$ cat src/rtl/muldiv_sched_pkg.sv
// Shared types and helpers for the execute-stage mul/div sequencer.
// Op decode, unit mapping and word-result extension live here so every file agrees.
package muldiv_sched_pkg;

    typedef enum logic [4:0] {
        ALU_ADD,
        ALU_SUB,
        ALU_AND,
        ALU_OR,
        ALU_XOR,
        ALU_SLL,
        ALU_SRL,
        ALU_SRA,
        ALU_SLT,
        ALU_SLTU,
        ALU_MULT,
        ALU_DIV,
        ALU_REM,
        ALU_DIVU,
        ALU_REMU
    } alufunc_t;

    typedef enum logic [1:0] {
        IDLE = 2'd0,
        BUSY = 2'd1,
        DONE = 2'd2
    } muldiv_state_t;

    typedef enum logic [1:0] {
        U_MUL  = 2'd0,
        U_DIV  = 2'd1,
        U_DIVU = 2'd2
    } muldiv_unit_t;

    function automatic logic is_muldiv(input alufunc_t op);
        case (op)
            ALU_MULT, ALU_DIV, ALU_REM, ALU_DIVU, ALU_REMU: is_muldiv = 1'b1;
            default:                                        is_muldiv = 1'b0;
        endcase
    endfunction

    function automatic muldiv_unit_t unit_of(input alufunc_t op);
        case (op)
            ALU_DIV, ALU_REM:   unit_of = U_DIV;
            ALU_DIVU, ALU_REMU: unit_of = U_DIVU;
            default:            unit_of = U_MUL;
        endcase
    endfunction

    function automatic logic is_rem(input alufunc_t op);
        case (op)
            ALU_REM, ALU_REMU: is_rem = 1'b1;
            default:           is_rem = 1'b0;
        endcase
    endfunction

    // W results are always sign-extended from bit 31, unsigned ops included.
    function automatic logic [63:0] w_ext(input logic word, input logic [63:0] r);
        w_ext = word ? {{32{r[31]}}, r[31:0]} : r;
    endfunction

endpackage

$ cat src/rtl/muldiv_sched_fixup.sv
// Combinational operand/result fixups for the mul/div sequencer:
// word-op operand extension, zero-divisor detect, bypass result and W result extension.
module muldiv_sched_fixup
    import muldiv_sched_pkg::*;
(
    input  alufunc_t    op,
    input  logic        word,
    input  logic [63:0] a,
    input  logic [63:0] b,
    input  logic        res_word,
    input  logic [63:0] res_in,
    output logic [63:0] ext_a,
    output logic [63:0] ext_b,
    output logic        b_zero,
    output logic        div_class,
    output logic [63:0] byp_res,
    output logic [63:0] res_out
);

    // Operand extension: signed divides sign-extend, unsigned divides zero-extend, MULT untouched.
    always_comb begin
        ext_a = a;
        ext_b = b;
        if (word && is_muldiv(op)) begin
            case (unit_of(op))
                U_DIV: begin
                    ext_a = {{32{a[31]}}, a[31:0]};
                    ext_b = {{32{b[31]}}, b[31:0]};
                end
                U_DIVU: begin
                    ext_a = {32'd0, a[31:0]};
                    ext_b = {32'd0, b[31:0]};
                end
                default: begin
                    ext_a = a;
                    ext_b = b;
                end
            endcase
        end else begin
            ext_a = a;
            ext_b = b;
        end
    end

    // Zero-divisor bypass value and final W extension of unit results.
    always_comb begin
        b_zero    = (ext_b == 64'd0);
        div_class = is_muldiv(op) && (unit_of(op) != U_MUL);
        byp_res   = w_ext(word, is_rem(op) ? ext_a : {64{1'b1}});
        res_out   = w_ext(res_word, res_in);
    end

endmodule

$ cat src/rtl/muldiv_sched.sv
// Sequencer for the shared multiplier / signed divider / unsigned divider.
// Claims one op, launches one unit, returns one result; handles stall, /0 bypass, flush and watchdog.
module muldiv_sched
    import muldiv_sched_pkg::*;
#(
    parameter int TIMEOUT_CYCLES = 128
)
(
    input  logic        clk,
    input  logic        reset,
    input  logic        req_valid,
    input  alufunc_t    req_op,
    input  logic [63:0] req_a,
    input  logic [63:0] req_b,
    input  logic        req_word,
    input  logic        flush,
    output logic        stall,
    output logic        resp_valid,
    output logic [63:0] resp_result,
    output logic [63:0] unit_a,
    output logic [63:0] unit_b,
    output logic        mul_valid,
    output logic        div_valid,
    output logic        divu_valid,
    input  logic        mul_ok,
    input  logic        div_ok,
    input  logic        divu_ok,
    input  logic [63:0] mul_res,
    input  logic [63:0] div_quot,
    input  logic [63:0] div_rem,
    input  logic [63:0] divu_quot,
    input  logic [63:0] divu_rem,
    output logic        err_timeout
);

    localparam int              CW       = $clog2(TIMEOUT_CYCLES + 1);
    localparam logic [CW-1:0]   CNT_LAST = CW'(TIMEOUT_CYCLES - 1);
    localparam logic [CW-1:0]   CNT_MAX  = CW'(TIMEOUT_CYCLES);

    muldiv_state_t state_r;
    muldiv_state_t state_nxt_s;
    alufunc_t      op_r;
    logic          word_r;
    muldiv_unit_t  unit_r;
    muldiv_unit_t  unit_nxt_s;
    logic [CW-1:0] cnt_r;
    logic [63:0]   res_r;
    logic [63:0]   unit_a_r;
    logic [63:0]   unit_b_r;
    logic          err_r;
    logic          resp_valid_r;
    logic          mul_valid_r;
    logic          div_valid_r;
    logic          divu_valid_r;

    logic          claim_s;
    logic          accept_s;
    logic          unit_ok_s;
    logic          timeout_s;
    logic [63:0]   raw_res_s;
    logic [63:0]   fx_a_s;
    logic [63:0]   fx_b_s;
    logic          fx_zero_s;
    logic          fx_divcls_s;
    logic [63:0]   fx_byp_s;
    logic [63:0]   fx_res_s;

    muldiv_sched_fixup u_fixup (
        .op        (req_op),
        .word      (req_word),
        .a         (req_a),
        .b         (req_b),
        .res_word  (word_r),
        .res_in    (raw_res_s),
        .ext_a     (fx_a_s),
        .ext_b     (fx_b_s),
        .b_zero    (fx_zero_s),
        .div_class (fx_divcls_s),
        .byp_res   (fx_byp_s),
        .res_out   (fx_res_s)
    );

    assign claim_s   = req_valid && is_muldiv(req_op);
    assign accept_s  = claim_s && (state_r == IDLE) && !flush;
    assign timeout_s = (cnt_r == CNT_LAST);

    // Stall covers the claim cycle itself and releases in the response cycle.
    assign stall       = claim_s && (state_r != DONE);
    assign resp_valid  = resp_valid_r;
    assign resp_result = res_r;
    assign unit_a      = unit_a_r;
    assign unit_b      = unit_b_r;
    assign mul_valid   = mul_valid_r;
    assign div_valid   = div_valid_r;
    assign divu_valid  = divu_valid_r;
    assign err_timeout = err_r;

    // Next state, selected unit handshake and raw result select.
    always_comb begin
        state_nxt_s = state_r;
        unit_nxt_s  = accept_s ? unit_of(req_op) : unit_r;
        unit_ok_s   = 1'b0;
        raw_res_s   = 64'd0;
        case (unit_r)
            U_MUL:   unit_ok_s = mul_ok;
            U_DIV:   unit_ok_s = div_ok;
            U_DIVU:  unit_ok_s = divu_ok;
            default: unit_ok_s = 1'b0;
        endcase
        case (op_r)
            ALU_MULT: raw_res_s = mul_res;
            ALU_DIV:  raw_res_s = div_quot;
            ALU_REM:  raw_res_s = div_rem;
            ALU_DIVU: raw_res_s = divu_quot;
            ALU_REMU: raw_res_s = divu_rem;
            default:  raw_res_s = 64'd0;
        endcase
        // Flush wins over any same-cycle ok or claim.
        if (flush) begin
            state_nxt_s = IDLE;
        end else begin
            case (state_r)
                IDLE: begin
                    if (accept_s) begin
                        state_nxt_s = (fx_zero_s && fx_divcls_s) ? DONE : BUSY;
                    end else begin
                        state_nxt_s = IDLE;
                    end
                end
                BUSY: begin
                    if (unit_ok_s || timeout_s) begin
                        state_nxt_s = DONE;
                    end else begin
                        state_nxt_s = BUSY;
                    end
                end
                DONE:    state_nxt_s = IDLE;
                default: state_nxt_s = IDLE;
            endcase
        end
    end

    // FSM state register.
    always_ff @(posedge clk) begin
        if (reset) begin
            state_r <= IDLE;
        end else begin
            state_r <= state_nxt_s;
        end
    end

    // Operand/result latches, registered unit requests, watchdog counter and sticky error.
    always_ff @(posedge clk) begin
        if (reset) begin
            op_r         <= ALU_ADD;
            word_r       <= 1'b0;
            unit_r       <= U_MUL;
            cnt_r        <= {CW{1'b0}};
            res_r        <= 64'd0;
            unit_a_r     <= 64'd0;
            unit_b_r     <= 64'd0;
            err_r        <= 1'b0;
            resp_valid_r <= 1'b0;
            mul_valid_r  <= 1'b0;
            div_valid_r  <= 1'b0;
            divu_valid_r <= 1'b0;
        end else begin
            resp_valid_r <= (state_nxt_s == DONE);
            mul_valid_r  <= (state_nxt_s == BUSY) && (unit_nxt_s == U_MUL);
            div_valid_r  <= (state_nxt_s == BUSY) && (unit_nxt_s == U_DIV);
            divu_valid_r <= (state_nxt_s == BUSY) && (unit_nxt_s == U_DIVU);
            if (accept_s) begin
                op_r     <= req_op;
                word_r   <= req_word;
                unit_r   <= unit_of(req_op);
                unit_a_r <= fx_a_s;
                unit_b_r <= fx_b_s;
                res_r    <= fx_byp_s;
            end else if ((state_r == BUSY) && (state_nxt_s == DONE)) begin
                if (unit_ok_s) begin
                    res_r <= fx_res_s;
                end else begin
                    res_r <= 64'd0;
                    err_r <= 1'b1;
                end
            end
            // Counts BUSY cycles only; anything leaving BUSY restarts it from zero.
            if ((state_r == BUSY) && (state_nxt_s == BUSY)) begin
                cnt_r <= (cnt_r == CNT_MAX) ? cnt_r : cnt_r + {{(CW-1){1'b0}}, 1'b1};
            end else begin
                cnt_r <= {CW{1'b0}};
            end
        end
    end

endmodule

$ cat config.mk
export PLATFORM = sky130hd
export DESIGN_NAME = muldiv_sched
export DESIGN_NICKNAME = d
export VERILOG_FILES = /design/src/rtl/muldiv_sched_pkg.sv /design/src/rtl/muldiv_sched_fixup.sv /design/src/rtl/muldiv_sched.sv
export SDC_FILE = /design/constraint.sdc
export NUM_CORES = 1
export LEC_CHECK = 0
export CAP_MARGIN = 20
export CORE_AREA = 2 2 259 261
export CTS_CLUSTER_SIZE = 16
export DETAILED_ROUTE_END_ITERATION = 10
export DIE_AREA = 0 0 261 263
export SLEW_MARGIN = 10
export SYNTH_ARGS = -nofsm -noshare
export SYNTH_HDL_FRONTEND = slang
export SYNTH_SLANG_ARGS = --single-unit
$ cat constraint.sdc
create_clock -name clk -period 6.27 [get_ports clk]
set_input_delay 1.254 -clock clk [delete_from_list [all_inputs] [get_ports clk]]
set_output_delay 1.254 -clock clk [all_outputs]
set_load 0.02 [all_outputs]
; ---- After elaboration in Yosys (flattened, before gate mapping)
; Cells that the tools add are included.
[word_totals]
in_bits = 461
regBits = 215
word_cells = 87
output_inout_bits = 198
[classes]
n_reduce_logical = 26
bitwise_logic = 3
eq_ne = 22
mux = 22
addsub = 1
[ops]
columns = cell, count
row1 = 64-bit 2-to-1 mux, 8
row2 = 64-bit case mux with 5 select lines, 1
row3 = 64-bit case mux with 2 select lines, 2
row4 = 64-bit logical NOT, 1
row5 = 5-bit by 4-bit == test with 1-bit output (second input constant), 10
row6 = 1-bit logical AND, 12
row7 = 2-bit 2-to-1 mux, 6
row8 = 2-bit by 1-bit == test with 1-bit output (second input constant), 5
row9 = 8-bit by 1-bit adder with 8-bit output (second input constant), 1
row10 = 2-bit == test (second input constant), 4
row11 = 8-bit by 7-bit == test with 1-bit output (second input constant), 1
row12 = 8-bit == test (second input constant), 1
row13 = 2-bit case mux with 2 select lines, 2
row14 = 2-bit OR reduction, 4
row15 = 2-bit logical NOT, 3
row16 = 5-bit OR reduction, 1
row17 = 2-bit nonzero test, 2
row18 = 1-bit inverter, 3
row19 = 1-bit case mux with 3 select lines, 1
row20 = 3-bit AND reduction, 1
row21 = 1-bit 2-to-1 mux, 2
row22 = 2-bit != test (second input constant), 1
row23 = 1-bit logical NOT, 1
row24 = 1-bit logical OR, 1

; ---- Longest topological paths before layout
[depth]
ltp_word = 18
ltp_mapped = 10
depth_no_buf = 9

; ---- Hierarchy
; From an unflattened synthesis, not the netlist that was laid out.
[unflattened]
cells_unflattened = 1588
hier_area_um2 = 11942.7
[by_module_without_submodules]
columns = mod, n_inst, area_per_inst_um2, seq_area_each_um2, cells_per_inst
row1 = muldiv_sched, 1, 9491.6, 4304.1, 1195
row2 = muldiv_sched_fixup, 1, 2451.1, 0.0, 393

; ---- Worst setup path before layout
; OpenSTA, ideal clock, no wires.
[synth_path]
path_kind = input port to flip-flop
startpoint = in req_op[0]
endpoint = reg resp_valid_r (netlist: resp_valid)
arrival_ns = 3.324
setup_ns = 0.070
t_required_ns = 6.200
setup_slack_ns = 2.876
path_stages = 9
n_path_buf = 0
path_cell_list = or3b_2 > a21boi_1 > inv_1 > ha_1 > nor4_1 > nand4_1 > or4_1 > or3_1 > a21oi_1
[synth_via]
elab_chain_cells = 14
elab_cells_between_ends = 28
classes_between = 8 x eq/ne / 9 x mux / 11 x reduce/logical
[synth_rtl]
columns = element, line
row1 = "start, declared", muldiv_sched.sv:12  ; input alufunc_t req_op,
row2 = 5-bit by 4-bit == test with 1-bit output, "muldiv_sched_pkg.sv:36, muldiv_sched_pkg.sv:43"
row3 = 2-bit OR reduction, muldiv_sched_pkg.sv:43  ; case (op)
row4 = 2-bit case mux with 2 select lines, muldiv_sched_pkg.sv:43
row5 = 2-bit 2-to-1 mux, muldiv_sched_fixup.sv:24  ; if (word && is_muldiv(op)) begin
row6 = 2-bit == test or 2-bit by 1-bit == test with 1-bit output (tied branches), muldiv_sched_fixup.sv:25  ; case (unit_of(op))
row7 = 64-bit case mux with 2 select lines, muldiv_sched_fixup.sv:25
row8 = 64-bit 2-to-1 mux, muldiv_sched_fixup.sv:24
row9 = 64-bit logical NOT, muldiv_sched_fixup.sv:47  ; b_zero = (ext_b == 64'd0);
row10 = 1-bit logical AND, muldiv_sched.sv:125  ; state_nxt_s = (fx_zero_s && fx_divcls_s) ? DONE : BUSY;
row11 = 2-bit 2-to-1 mux, muldiv_sched.sv:125
row12 = 2-bit 2-to-1 mux *, muldiv_sched.sv:124  ; if (accept_s) begin
row13 = 2-bit case mux with 2 select lines *, muldiv_sched.sv:122  ; case (state_r)
row14 = 2-bit 2-to-1 mux *, muldiv_sched.sv:119  ; if (flush) begin
row15 = 2-bit == test *, muldiv_sched.sv:168  ; resp_valid_r <= (state_nxt_s == DONE);
row16 = "end signal, assigned", muldiv_sched.sv:168
row17 = "end, declared", muldiv_sched.sv:51  ; logic resp_valid_r;
; Every way passes the cells marked *; elsewhere a longest branch is shown, timed or not. The select of a mux whose other input is x is not followed.
; A chain may end at the register's enable or synchronous reset.

; ---- Worst setup path after layout
[layout_path]
startpoint = in req_op[3]
endpoint = out stall
[layout_via]
elab_chain_cells = 5
elab_cells_between_ends = 9
classes_between = 5 x eq/ne / 1 x mux / 3 x reduce/logical
[layout_rtl]
columns = element, line
row1 = 5-bit by 4-bit == test with 1-bit output, muldiv_sched_pkg.sv:36  ; case (op)
row2 = 5-bit OR reduction *, muldiv_sched_pkg.sv:36
row3 = 1-bit 2-to-1 mux *, muldiv_sched_pkg.sv:36
row4 = 1-bit logical AND *, muldiv_sched.sv:83  ; assign claim_s = req_valid && is_muldiv(req_op);
row5 = 1-bit logical AND *, muldiv_sched.sv:88  ; assign stall = claim_s && (state_r != DONE);
row6 = "end, declared", muldiv_sched.sv:17  ; output logic stall,
; Every way passes the cells marked *; elsewhere a longest branch is shown, timed or not.

==> impl_metrics.py <==
metrics = {
    "clock_network": {
        "cts_resized": 0,
        "clock_latency_ps": 570,
        "postCtsSetupBuffers": 0,
        "hold_buffers": 0,
        "cts_tree": "built",
        "cts_buffer_depth": 3,
        "clock-root-buffer": "clkbuf_16",
        "cts_buffers": 29,
        "clock_sinks": 215,
        "cts.clk_slew.worst_paths_ps": 60,
        "cts-htree-levels": 1,
    },
    "sta": {
        "skew_ps": 15.2,
        "rsz0062_at_grt": "false",
        "finalCritPeriodShare_pct": 73.9,
        "slew-limit-headroom_pct": 32.1,
        "setup_slack_ps": 1640,
        "drv_slew": 0,
        "setup_violations": 0,
        "finalSetupTns_ps": 0,
        "worst_pin_slew_ps": 1020,
        "finalHoldViolCount": 0,
        "period_needed_ps": 4630,
        "clock.fmax_ghz": 0.216,
    },
    "routing": {
        "drc": 0,
        "viasPerCell": 4.50,
        "drt_iter0_markers": 825,
        "wl_per_cell_microns": 20.6,
        "ant_nets": 0,
        "postRouteWirelength_microns": 58700,
        "route.vias.total": 12800,
        "dr.pass1.iters": 5,
    },
    "cells_and_area": {
        "final_common_cell": "clkdlybuf4s50_1",
        "area_growth_pct": 75.9,
        "register_area_sq_um": 4310,
        "mostFrequentLayoutCells": "clkdlybuf4s50_1, dfxtp_1, nand2_1",
        "stdcell_count": 2852,
        "finalNetCount": 2429,
        "nFillCells": 6880,
        "fin_area_sq_um": 19400,
        "multiInputGateArea_sq_um": 6200,
        "drive_above_1_share_pct": 4.53,
    },
    "synth": {
        "ys_ff_latch": 215,
        "synth_edf_count": 0,
        "syn_area_sq_um": 11000,
        "ys_warn_count": 0,
        "yosysSeqAreaShare_pct": 39.0,
        "synthCells": 1385,
        "synth_top_flop_cell": "dfxtp_1",
        "synth_top_area_share_pct": 39.0,
        "synth_top_cells_by_area": "dfxtp_1, mux2i_1, a21oi_1, nand2_1, nor2_1",
        "yosysUniqueCellTypes": 54,
        "avgSynthCellArea_sq_um": 7.96,
        "yosys.area.top_type": "dfxtp_1",
        "async_flop_share_pct": 0,
        "syn_nets": 1850,
    },
    "global_routing": {
        "grt_max_degree": 74,
        "grt_pass1_vias": 12400,
        "overflow": 0,
        "grt.met2_usage_pct": 26.5,
        "antenna_found_initial": 5,
        "grt_use_met3_pct": 2.91,
        "grt_busiest_layer": "met2",
        "grt_use_met1_pct": 20.7,
        "grt_util_all_layers_pct": 15.8,
        "grt_pass1_wl_microns": 82200,
    },
    "setup_path": {
        "critPathArrivalTime_ps": 3380,
        "critPathCaptureType": "output port",
        "crit_type": "input pin to output port",
        "path_max_fanout": 8,
        "cp-start-kind": "input pin",
        "crit_required_ps": 5020,
    },
    "floorplanning": {
        "num_io_pins": 659,
        "start_util_pct": 16.8,
        "die_h_microns": 263,
        "die_w_microns": 261,
        "die_area_sq_um": 68600,
        "core-area_sq_um": 65600,
        "rows": 94,
    },
    "pwr": {
        "intPower_w": 0.00287,
        "peakVddDrop_mv": 0.176,
        "p_leak_nw": 6.55,
        "power_frac_seq_pct": 37.0,
        "p_total_w": 0.00385,
        "pwr-share-clk_pct": 46.2,
        "power_density_nw_per_um2": 198,
        "p_switching_w": 0.000972,
        "comb_power_share_pct": 16.8,
        "p_sw_share_pct": 25.3,
    },
    "place": {
        "dp_hpwl_microns": 44700,
        "placed_cells": 2797,
        "gp_congestion": 0.898,
        "placed_area_sq_um": 18400,
        "port_buffers": 658,
        "place_ws_ps": 1640,
    },
    "flow_run": {
        "maxCapViolCount": 0,
    },
    "min_path": {
        "worstHoldPathType": "register to register",
    },
    "run_status": {
        "status": "completed",
    },
}
[path summary, 6_finish.rpt]
check | startpoint | endpoint | slack (ps) | cells after the start
min reg2reg | unit_b[14]$_SDFFE_PP0P_ | unit_b[14]$_SDFFE_PP0P_ | 450 | 2
max | req_op[3] | stall | 1640 | 5
max reg2reg | op_r[0]$_SDFFE_PP0P_ | resp_result[62]$_SDFFE_PP0P_ | 3270 | 6
min | unit_b[14]$_SDFFE_PP0P_ | unit_b[14]$_SDFFE_PP0P_ | 450 | 2
[synth_stat cells (all sizes together), types with 3 or more instances]
cell    number
nand2b       3
buf         39
clkbuf      93
o211a       32
ha           4
o21ai       68
nand3        9
o22ai       63
nor4        16
nor2       146
a211o       33
dfxtp      215
a21oi      170
o21a         3
inv          7
nor3        99
mux2i      130
or2          4
nand2      175
nand3b       3
a311oi      32
xor2         4
xnor2        4
nand4        6
[sequential cells by signal (all words and copies together) (netlist names), 2 cells and up]
register and count:
cnt_r 8, unit_a 64, unit_b 64, resp_result 64, unit_r 2, op_r 5
state_r 2
[worst max-delay path: stages]
cell and delay, ps:
clkdlybuf4s50_1 460, nor2b_1 520, nand4_4 260, a21oi_1 240, clkdlybuf4s50_1 640
[power groups by stage]
stage	Combinational (W)	Sequential (W)	Clock, W
after floorplan	0.000156	0.00149	0
final	0.000646	0.00142	0.00178
after global placement	0.000639	0.00145	0
after detailed placement	0.000645	0.00145	0
after global routing	0.000685	0.00143	0.00190
after CTS	0.000648	0.00142	0.00185
[metal layers]
metal | up-vias | share of wire, %
li1 | 6152 | -
met1 | 6100 | 44
met2 | 528 | 47
met3 | 66 | 7.3
met4 | 0 | 2.2
met5 | - | 0
[through the flow]
step	hold slack, ps	util [%]
final	451	29.6
after global routing	468	29.6
after CTS	454	29.5
after detailed placement	446	28.0
after global placement	442	28.0
after floorplan	453	-
[logic make-up after synthesis]
logic type / share of synthesized area (%)
xor gates and xnor gates: 0.635
DFF: 39.0
AOI/OAI and AO/OA: 23.6
buffers and inverters: 5.26
muxes: 12.0
and+or+nand+nor: 19.0
adders and majority gates: 0.454
[layout make-up]
type / instances / share of cell area [%]
well taps: 864 / 5.57
repair buffers: 680 / 34.8
clock buffers: 37 / 4.10
multi-input cells: 1030 / 32.0
clock inverters: 15 / 1.12
inverters: 8 / 0.155
diodes: 3 / 0.0387
flip-flops and latches: 215 / 22.2
Note: power is estimated with default switching activity, not from simulation.
